$ cat src/rtl/fp_int_norm.sv
// Converts a shared-exponent signed fixed-point value to IEEE-754 binary16.
// Normalisation is a one-bit-per-cycle leading-one search; rounding is nearest-even.
module fp_int_norm #(
  parameter int FRAC_BITS = 10,
  parameter int BIAS      = 15
) (
  input  logic        clk,
  input  logic        rst,
  input  logic        start,
  input  logic [4:0]  exp_in,
  input  logic [31:0] fixed_point_in,
  output logic        busy,
  output logic        done,
  output logic [15:0] fp_out,
  output logic        overflow,
  output logic        underflow,
  output logic [1:0]  dbg_state
);

  typedef enum logic [1:0] {
    S_IDLE  = 2'd0,
    S_NORM  = 2'd1,
    S_ROUND = 2'd2
  } state_t;

  // start/busy handshake: start is only looked at while busy is low (IDLE);
  // a start seen in IDLE at a rising edge is accepted and the inputs are
  // captured on that edge. done pulses for one cycle per accepted start,
  // in the same cycle busy falls, and a start in that cycle is accepted.

  state_t      state_q, state_d;
  logic        sign_q, sign_d;
  logic        zero_q, zero_d;
  logic [31:0] mag_q, mag_d;
  logic [4:0]  exp_q, exp_d;
  logic [5:0]  sh_q, sh_d;
  logic        done_q, done_d;
  logic [15:0] fp_q, fp_d;
  logic        ovf_q, ovf_d;
  logic        unf_q, unf_d;

  logic [31:0] mag_in;
  logic [15:0] rnd_fp;
  logic        rnd_ovf;
  logic        rnd_unf;

  // 0x80000000 negates to itself, which reads correctly as 2^31 unsigned.
  assign mag_in = fixed_point_in[31] ? (~fixed_point_in + 32'd1) : fixed_point_in;

  always_comb begin
    logic [9:0]  m;
    logic        g;
    logic        s;
    logic        round_up;
    logic [10:0] m_rnd;
    int          e_val;
    logic [4:0]  e_fld;

    m        = mag_q[30:21];
    g        = mag_q[20];
    s        = |mag_q[19:0];
    round_up = g & (s | m[0]);
    m_rnd    = {1'b0, m} + {10'd0, round_up};
    // Unbias the shared exponent and rebias for FP16; both use BIAS.
    e_val    = (int'(exp_q) - BIAS) + BIAS + 31 - FRAC_BITS - int'(sh_q);
    if (m_rnd[10]) begin
      e_val = e_val + 1;
    end
    e_fld   = 5'(e_val);
    rnd_fp  = 16'h0000;
    rnd_ovf = 1'b0;
    rnd_unf = 1'b0;
    if (zero_q) begin
      rnd_fp = 16'h0000;
    end else if (e_val >= 31) begin
      rnd_fp  = {sign_q, 5'h1F, 10'h000};
      rnd_ovf = 1'b1;
    end else if (e_val <= 0) begin
      rnd_fp  = {sign_q, 15'h0000};
      rnd_unf = 1'b1;
    end else begin
      rnd_fp = {sign_q, e_fld, m_rnd[9:0]};
    end
  end

  always_comb begin
    state_d = state_q;
    sign_d  = sign_q;
    zero_d  = zero_q;
    mag_d   = mag_q;
    exp_d   = exp_q;
    sh_d    = sh_q;
    done_d  = 1'b0;
    fp_d    = fp_q;
    ovf_d   = ovf_q;
    unf_d   = unf_q;
    case (state_q)
      S_IDLE: begin
        if (start) begin
          sign_d  = fixed_point_in[31];
          mag_d   = mag_in;
          exp_d   = exp_in;
          sh_d    = 6'd0;
          zero_d  = (mag_in == 32'd0);
          state_d = (mag_in == 32'd0) ? S_ROUND : S_NORM;
        end
      end
      S_NORM: begin
        if (mag_q[31]) begin
          state_d = S_ROUND;
        end else begin
          mag_d = {mag_q[30:0], 1'b0};
          sh_d  = sh_q + 6'd1;
        end
      end
      S_ROUND: begin
        fp_d    = rnd_fp;
        ovf_d   = rnd_ovf;
        unf_d   = rnd_unf;
        done_d  = 1'b1;
        state_d = S_IDLE;
      end
      default: begin
        state_d = S_IDLE;
      end
    endcase
  end

  always_ff @(posedge clk or negedge rst) begin
    if (!rst) begin
      state_q <= S_IDLE;
      sign_q  <= 1'b0;
      zero_q  <= 1'b0;
      mag_q   <= 32'd0;
      exp_q   <= 5'd0;
      sh_q    <= 6'd0;
      done_q  <= 1'b0;
      fp_q    <= 16'h0000;
      ovf_q   <= 1'b0;
      unf_q   <= 1'b0;
    end else begin
      state_q <= state_d;
      sign_q  <= sign_d;
      zero_q  <= zero_d;
      mag_q   <= mag_d;
      exp_q   <= exp_d;
      sh_q    <= sh_d;
      done_q  <= done_d;
      fp_q    <= fp_d;
      ovf_q   <= ovf_d;
      unf_q   <= unf_d;
    end
  end

  assign busy      = (state_q != S_IDLE);
  assign done      = done_q;
  assign fp_out    = fp_q;
  assign overflow  = ovf_q;
  assign underflow = unf_q;
  assign dbg_state = state_q;

endmodule

$ cat config.mk
export PLATFORM = sky130hd
export DESIGN_NAME = fp_int_norm
export DESIGN_NICKNAME = d
export VERILOG_FILES = /design/src/rtl/fp_int_norm.sv
export SDC_FILE = /design/constraint.sdc
export NUM_CORES = 1
export LEC_CHECK = 0
export BUFFER_PORTS_ARGS = -buffer_cell sky130_fd_sc_hd__buf_4
export CAP_MARGIN = 30
export CORE_MARGIN = 5
export CORE_UTILIZATION = 40
export CTS_CLUSTER_SIZE = 25
export DETAILED_ROUTE_END_ITERATION = 8
export PLACE_DENSITY = 0.68
export SLEW_MARGIN = 5
export SYNTH_ARGS = -nofsm -noshare
export SYNTH_HDL_FRONTEND = slang
export SYNTH_SLANG_ARGS = --single-unit
$ cat constraint.sdc
create_clock -name clk -period 3.65 [get_ports clk]
set_input_delay 0.1825 -clock clk [delete_from_list [all_inputs] [get_ports clk]]
set_output_delay 0.1825 -clock clk [all_outputs]
set_load 0.01 [all_outputs]
==> reports/summary.log, run 1 <==
[routing] first-pass detailed-route iteration total 5
[final_layout] fraction of layout cells with a size suffix above 1 16.8%
[final_layout] most frequent cells in the layout nand2_1 (97), buf_4 (72), dfrtp_1 (66), o21ai_0 (51), xnor2_1 (26)
[floorplanning] die width 120 um
[logic_synthesis] area leader, netlist dfrtp_1
[logic_synthesis] Synth Net Count 628
[global_route] antenna violations before repair 0
[logic_synthesis] number of distinct library cells after synthesis 63
[placed_design] number of input and output port buffers inserted 61
[routing] routed wire length per instance 16.0 um
[power_and_ir_drop] Worst IR Drop VDD 456 uV
[power_and_ir_drop] total power 4.85 mW
[timing] Max transition margin 42.9%
[routing] 1st-iter DRT viols 336
[power_and_ir_drop] relative contribution of combinational cells to total power 53.2%
[timing] unrepaired setup endpoints after global routing no
[power_and_ir_drop] leakage 2.45 nW
[clock_network] number of buffers added for setup after CTS 0
[logic_synthesis] share of flip-flops with an asynchronous set or reset 100%
[timing] number of pins with negative max-slew slack in the final report 0
[outcome] result of the run complete, no violations
[worst_setup_path] critical path launch point type flip-flop
[clock_network] deepest level of the CTS H-tree 3
[timing] actual slew at the worst max-slew pin 0.848 ns
[clock_network] clock tree from TritonCTS built
[global_route] global-route congestion overflow total 0
[logic_synthesis] primary flip-flop cell chosen by synthesis mapping dfrtp_1
[floorplanning] total I/O pin count 62
[worst_hold_path] worst hold path class in -> reg
[clock_network] clock buffer depth 2
[logic_synthesis] cell count after synthesis 570
[routing] total wire length after detailed routing 12.4 mm
[final_layout] Multi-input gate area 2960 um2
[placed_design] HPWL after detailed placement 9.26 mm
[clock_network] clk_lat worst skew 0.33 ns
[placed_design] Area after DPL 5390 um2
[placed_design] RD Place Congestion 0.853
[floorplanning] floorplan die area 14300 um2
[routing] number of design rule violations left after detail routing 0
[final_layout] net total in the final layout 683
[logic_synthesis] Syn Std Cell Area 4800 um2
[final_layout] # fillers 1141
[final_layout] post-layout instance area 5750 um2
[floorplanning] number of cell rows 40
[routing] total number of vias 4469
[power_and_ir_drop] net switching power of the design 2.04 mW
[clock_network] clock-pin slew on the worst setup and hold paths 0.05 ns
[logic_synthesis] top cell type's share of synthesized area 34.4%
[logic_synthesis] Yosys Warn Count 0
[global_route] wire length of the first global-routing pass 20.5 mm
[routing] post-detailed-route via-to-cell ratio 5.75
[logic_synthesis] number of flip-flops and latches in the synthesized netlist 66
[timing] Setup violations, final 0
[timing] final period demand of the worst path 3.46 ns
[timing] largest clock skew in the final design 0.00485 ns
[floorplanning] Chip Height 120 um
[clock_network] root buffer selected by CTS clkbuf_16
[power_and_ir_drop] Internal 2.80 mW
[global_route] pin count of the biggest net entering global routing 67
[timing] final worst-path cycle share 94.8%
[final_layout] Antenna diodes 0
[logic_synthesis] cell types with the largest area share after synthesis dfrtp_1 (34%), nand2_1 (7.6%), o21ai_0 (5.4%), xnor2_1 (4.7%), xor2_1 (4.7%)
[worst_setup_path] worst-path fanout max 5
[routing] number of nets still failing antenna checks after routing 0
[final_layout] FF/Latch Area 1650 um2
[final_layout] post-synthesis to final-layout area growth 19.8%
[floorplanning] effective utilization at floorplan 40.4%
[power_and_ir_drop] clock group share of total power 18.9%
[timing] post-route setup TNS 0 ns
[power_and_ir_drop] switching share of power 42.1%
[logic_synthesis] mean cell area of the mapped netlist 8.42 um2
[final_layout] most frequent standard cell in the layout excluding fill and tap cells nand2_1
[job] Max-cap violations 0
[logic_synthesis] post-synthesis sequential area ratio 34.4%
[worst_setup_path] data arrival time of the critical path 3.70 ns
[global_route] number of global-route vias before repair 4274
[global_route] Total Routing Usage GR 17.6%
[clock_network] CTS sink count 66
[power_and_ir_drop] Flop pwr share 27.9%
[clock_network] clock buffers created by TritonCTS 9
[worst_setup_path] Worst EP required 3.89 ns
[timing] final hold vios 0
[logic_synthesis] number of synthesized flops with an enable pin 0
[worst_setup_path] worst setup path class reg -> reg
[timing] Max Clock Freq 289 MHz
[power_and_ir_drop] Cell Pwr Density 843 nW/um2
[worst_setup_path] element type at the critical path end flip-flop
[floorplanning] core area 11900 um2
## final cells by class
cell class / count / area share, %
tap: 147 / 3.20
clock inverter: 5 / 1.35
inverter: 23 / 1.50
multi-input combinational: 452 / 51.4
clock buffer: 11 / 4.22
timing repair buffer: 73 / 9.58
sequential: 66 / 28.7
## worst paths after layout
| kind | from | cells past startpoint | slack, ns | endpoint |
|---|---|---|---|---|
| max in group asynchronous | rst | 2 | 2.61 | mag_q[9] |
| worst max-delay path | exp_q[0] | 11 | 0.19 | fp_out[2] |
| worst min register to register | sign_q | 2 | 0.48 | sign_q |
| worst min-delay path | exp_in[4] | 3 | 0.04 | exp_q[4] |
| min in group asynchronous | rst | 2 | 0.49 | fp_out[15] |
| worst max register to register | exp_q[0] | 11 | 0.19 | fp_out[2] |
## per-layer routing
metal,track usage (%),vias up,wire (um)
met5,0,-,0
met4,6.37,0,316
met3,4.19,23,708
met2,27.5,141,5630
met1,23.9,2100,5740
li1,-,2205,-
## power groups by stage
stage | clock network (mW) | logic, mW | registers (mW)
finish | 0.917 | 2.58 | 1.35
CTS | 0.936 | 2.53 | 1.35
global placement | 0 | 2.47 | 1.34
global route | 0.963 | 2.91 | 1.40
floorplan | 0 | 1.76 | 1.32
detailed placement | 0 | 2.52 | 1.36
## state kept, by name, summed over array words and instances (netlist names)
name       flops
sign_q         1
dbg_state      2
done           1
underflow      1
overflow       1
exp_q          5
fp_out        16
mag_q         32
zero_q         1
sh_q           6
## cell usage after synthesis, drive strengths merged, types with 12 or more instances
master	count
nor2	23
xnor2	26
o21ai	54
or3	12
clkbuf	24
nand2	97
inv	23
xor2	26
a22oi	21
nor3	12
nor4	18
ha	16
nand3	13
dfrtp	66
## timing repair
| item | in CTS | in global routing |
|---|---|---|
| hold buffers | 1 | 0 |
| gates resized for setup | 0 | 5 |
| endpoints found under the hold margin | 66 | 0 |
| setup endpoints to repair | 0 | 10 |
## metrics by stage
stage	cells	worst slack (ns)	hold slack (ns)	utilization (%)
6_report	777	0.191	0.0415	48.5
5_1_grt	777	0.0219	0.0358	48.5
4_1_cts	776	0.0374	0.0347	48.2
3_5_place_dp	759	0.0663	0.317	45.4
3_3_place_gp	759	0.183	0.325	45.4
2_1_floorplan	570	0.319	-0.113	-
## worst max-delay path, cell delays in order (launching register included)
cell and delay (ns):
dfrtp_1 0.42, ha_1 0.32, ha_1 0.28, ha_1 0.23, fa_2 0.55, nand3b_1 0.12
nor2_1 0.10, and3_1 0.22, and4_1 0.21, o211ai_1 0.18, a2111o_1 0.54, o21ai_0 0.21
## cells by family after synthesis
kind of cell	synth area share (%)
compound gates	19.7
xor+xnor	9.49
fa+ha+maj	5.01
buf+inv	4.67
flops	34.4
mux	1.25
simple gates	25.5
No activity file was read; power rests on OpenSTA's default activity.
==> run 2, diff against run 1 <==
==> constraint.sdc (replaced) <==
create_clock -name clk -period 3.75 [get_ports clk]
set_input_delay 0.1875 -clock clk [delete_from_list [all_inputs] [get_ports clk]]
set_output_delay 0.1875 -clock clk [all_outputs]
set_load 0.01 [all_outputs]
==> reports/summary.log, run 2 (same netlist as run 1, synthesis figures left out) <==
[routing] number of design rule violations left after detail routing 0 [unchanged]
[clock_network] clock buffer depth 2 [unchanged]
[final_layout] post-synthesis to final-layout area growth 19.1%
[floorplanning] Chip Height 120 um [unchanged]
[placed_design] number of input and output port buffers inserted 61 [unchanged]
[floorplanning] core area 11900 um2 [unchanged]
[final_layout] Multi-input gate area 2950 um2 [-0.21%]
[clock_network] clock buffers created by TritonCTS 9 [unchanged]
[placed_design] Placed Cells incl. Taps 755 [-0.53%]
[global_route] wire length of the first global-routing pass 21.0 mm [+2.2%]
[final_layout] net total in the final layout 681 [-0.29%]
[floorplanning] total I/O pin count 62 [unchanged]
[worst_setup_path] critical path launch point type flip-flop
[power_and_ir_drop] Cell Pwr Density 816 nW/um2 [-3.2%]
[floorplanning] die width 120 um [unchanged]
[final_layout] # fillers 1152 [+0.96%]
[timing] final worst-path cycle share 94.5% [-0.27 points]
[global_route] antenna violations before repair 0 [unchanged]
[placed_design] RD Place Congestion 0.876 [+2.7%]
[timing] setup slack of the critical path after layout 0.206 ns [+0.0153 ns]
[clock_network] clock-pin slew on the worst setup and hold paths 0.05 ns [about the same]
[routing] 1st-iter DRT viols 434 [+29%]
[outcome] result of the run complete, no violations
[routing] post-detailed-route via-to-cell ratio 5.75 [about the same]
[final_layout] max reg flops 32 [unchanged]
[floorplanning] effective utilization at floorplan 40.4% [unchanged]
[final_layout] most frequent standard cell in the layout excluding fill and tap cells nand2_1
[timing] Max Clock Freq 282 MHz [-2.4%]
[worst_setup_path] Worst EP required 3.99 ns [+0.10 ns]
[timing] Max transition margin 41.9% [-0.99 points]
[final_layout] Antenna diodes 0 [unchanged]
[clock_network] deepest level of the CTS H-tree 3 [unchanged]
[power_and_ir_drop] leakage 2.44 nW [-0.58%]
[timing] final hold vios 0 [unchanged]
[global_route] Total Routing Usage GR 17.6% [about the same]
[floorplanning] floorplan die area 14300 um2 [unchanged]
[timing] unrepaired setup endpoints after global routing no
[global_route] pin count of the biggest net entering global routing 67 [unchanged]
[clock_network] CTS sink count 66 [unchanged]
[power_and_ir_drop] Worst IR Drop VDD 442 uV [-3.0%]
[global_route] number of global-route vias before repair 4305 [+0.73%]
[timing] worst hold-check slack 0.0445 ns [+0.00301 ns]
[worst_hold_path] worst hold path class in -> reg
[final_layout] largest reg by FF count mag_q
[routing] routed wire length per instance 16.0 um [+0.36%]
[timing] post-route setup TNS 0 ns [unchanged]
[final_layout] fraction of layout cells with a size suffix above 1 16.6% [-0.26 points]
[routing] number of nets still failing antenna checks after routing 0 [unchanged]
[routing] total number of vias 4459 [-0.22%]
[worst_setup_path] worst setup path class reg -> reg
[final_layout] FF/Latch Area 1650 um2 [unchanged]
[timing] number of pins with negative max-slew slack in the final report 0 [unchanged]
[worst_setup_path] data arrival time of the critical path 3.79 ns [+0.09 ns]
[placed_design] Post-Place Setup Slack 0.0636 ns [-0.00271 ns]
[timing] final period demand of the worst path 3.54 ns [+0.0847 ns]
[clock_network] clock tree from TritonCTS built
[floorplanning] number of cell rows 40 [unchanged]
[worst_setup_path] element type at the critical path end flip-flop
[timing] largest clock skew in the final design 0.00741 ns [+0.00256 ns]
[global_route] global-route congestion overflow total 0 [unchanged]
[final_layout] post-route non-filler standard cell count 775 [-0.26%]
[final_layout] most frequent cells in the layout nand2_1 (97), buf_4 (70), dfrtp_1 (66), o21ai_0 (51), xnor2_1 (26)
[routing] first-pass detailed-route iteration total 5 [unchanged]
[job] Max-cap violations 0 [unchanged]
[worst_setup_path] worst-path fanout max 6 [+1]
[clock_network] root buffer selected by CTS clkbuf_16
[clock_network] clk_lat worst skew 0.34 ns [about the same]
[timing] Setup violations, final 0 [unchanged]
[routing] total wire length after detailed routing 12.4 mm [+0.10%]
[placed_design] HPWL after detailed placement 9.25 mm [-0.12%]
[timing] actual slew at the worst max-slew pin 0.863 ns [+0.0148 ns]
-- run 2: cell types whose count changed in the layout (fill, tap and decap cells not counted) --
cell / previous run / this run
buf_4: 72 / 70
clkbuf_8: 1 / 2
nor4b_2: 1 / 0
clkinv_2: 2 / 3
nor4b_1: 2 / 3
bufinv_16: 2 / 1
clkbuf_1: 1 / 0
-- run 2: path summary, 6_finish.rpt --
path                       cells past startpoint  slack, ns        from    endpoint
hold reg to reg                                2       0.48  fp_out[15]  fp_out[15]
min in group asynchronous                      2       0.50         rst        done
hold / removal                                 3       0.04   exp_in[4]    exp_q[4]
max in group asynchronous                      2       2.71         rst    exp_q[1]
setup / recovery                              10       0.21    exp_q[0]   fp_out[5]
setup reg to reg                              10       0.21    exp_q[0]   fp_out[5]
-- run 2: cell type report --
type	instances	share of cell area, %
multi-input combinational	452	51.6
timing repair buffer	71	9.38
clock buffer	11	4.42
sequential	66	28.9
clock inverter	5	0.920
inverter	23	1.51
tap	147	3.22
-- run 2: worst max-delay path, stage by stage (launching register included) --
cell	delay, ns
dfrtp_1	0.42
ha_1	0.31
ha_1	0.28
ha_1	0.23
fa_2	0.61
nand4_1	0.11
nor4b_1	0.29
and3_1	0.26
nand4b_1	0.22
a2111o_1	0.52
o21ai_0	0.21
-- run 2: metrics by stage --
step | utilization (%) | instance area, um2 | power (mW)
after floorplan | - | 4800 | 3.00
after global placement | 45.2 | 5360 | 3.63
after detailed placement | 45.2 | 5360 | 3.69
after CTS | 47.8 | 5670 | 4.57
after global routing | 48.2 | 5710 | 5.07
final | 48.2 | 5710 | 4.66
-- run 2: layer usage --
metal	part of all wire [%]	wire length, um	track usage (%)
met2	46	5750	27.3
met1	47	5890	25.2
met3	5.0	622	3.63
met5	0	0	0
met4	1.2	155	4.58
-- run 2: repair_timing --
item | CTS | global route
endpoints found under the setup margin | 0 | 10
endpoints found under the hold margin | 57 | 0
hold buffers | 1 | 0
resized for setup | 0 | 4
setup buffers | 0 | 2
-- run 2: where the power goes --
| group | internal (mW) | switching (mW) | total [mW] |
|---|---|---|---|
| combinational | 1.08 | 1.43 | 2.50 |
| clock | 0.546 | 0.296 | 0.842 |
| sequential | 1.03 | 0.289 | 1.32 |
| total | 2.65 | 2.01 | 4.66 |
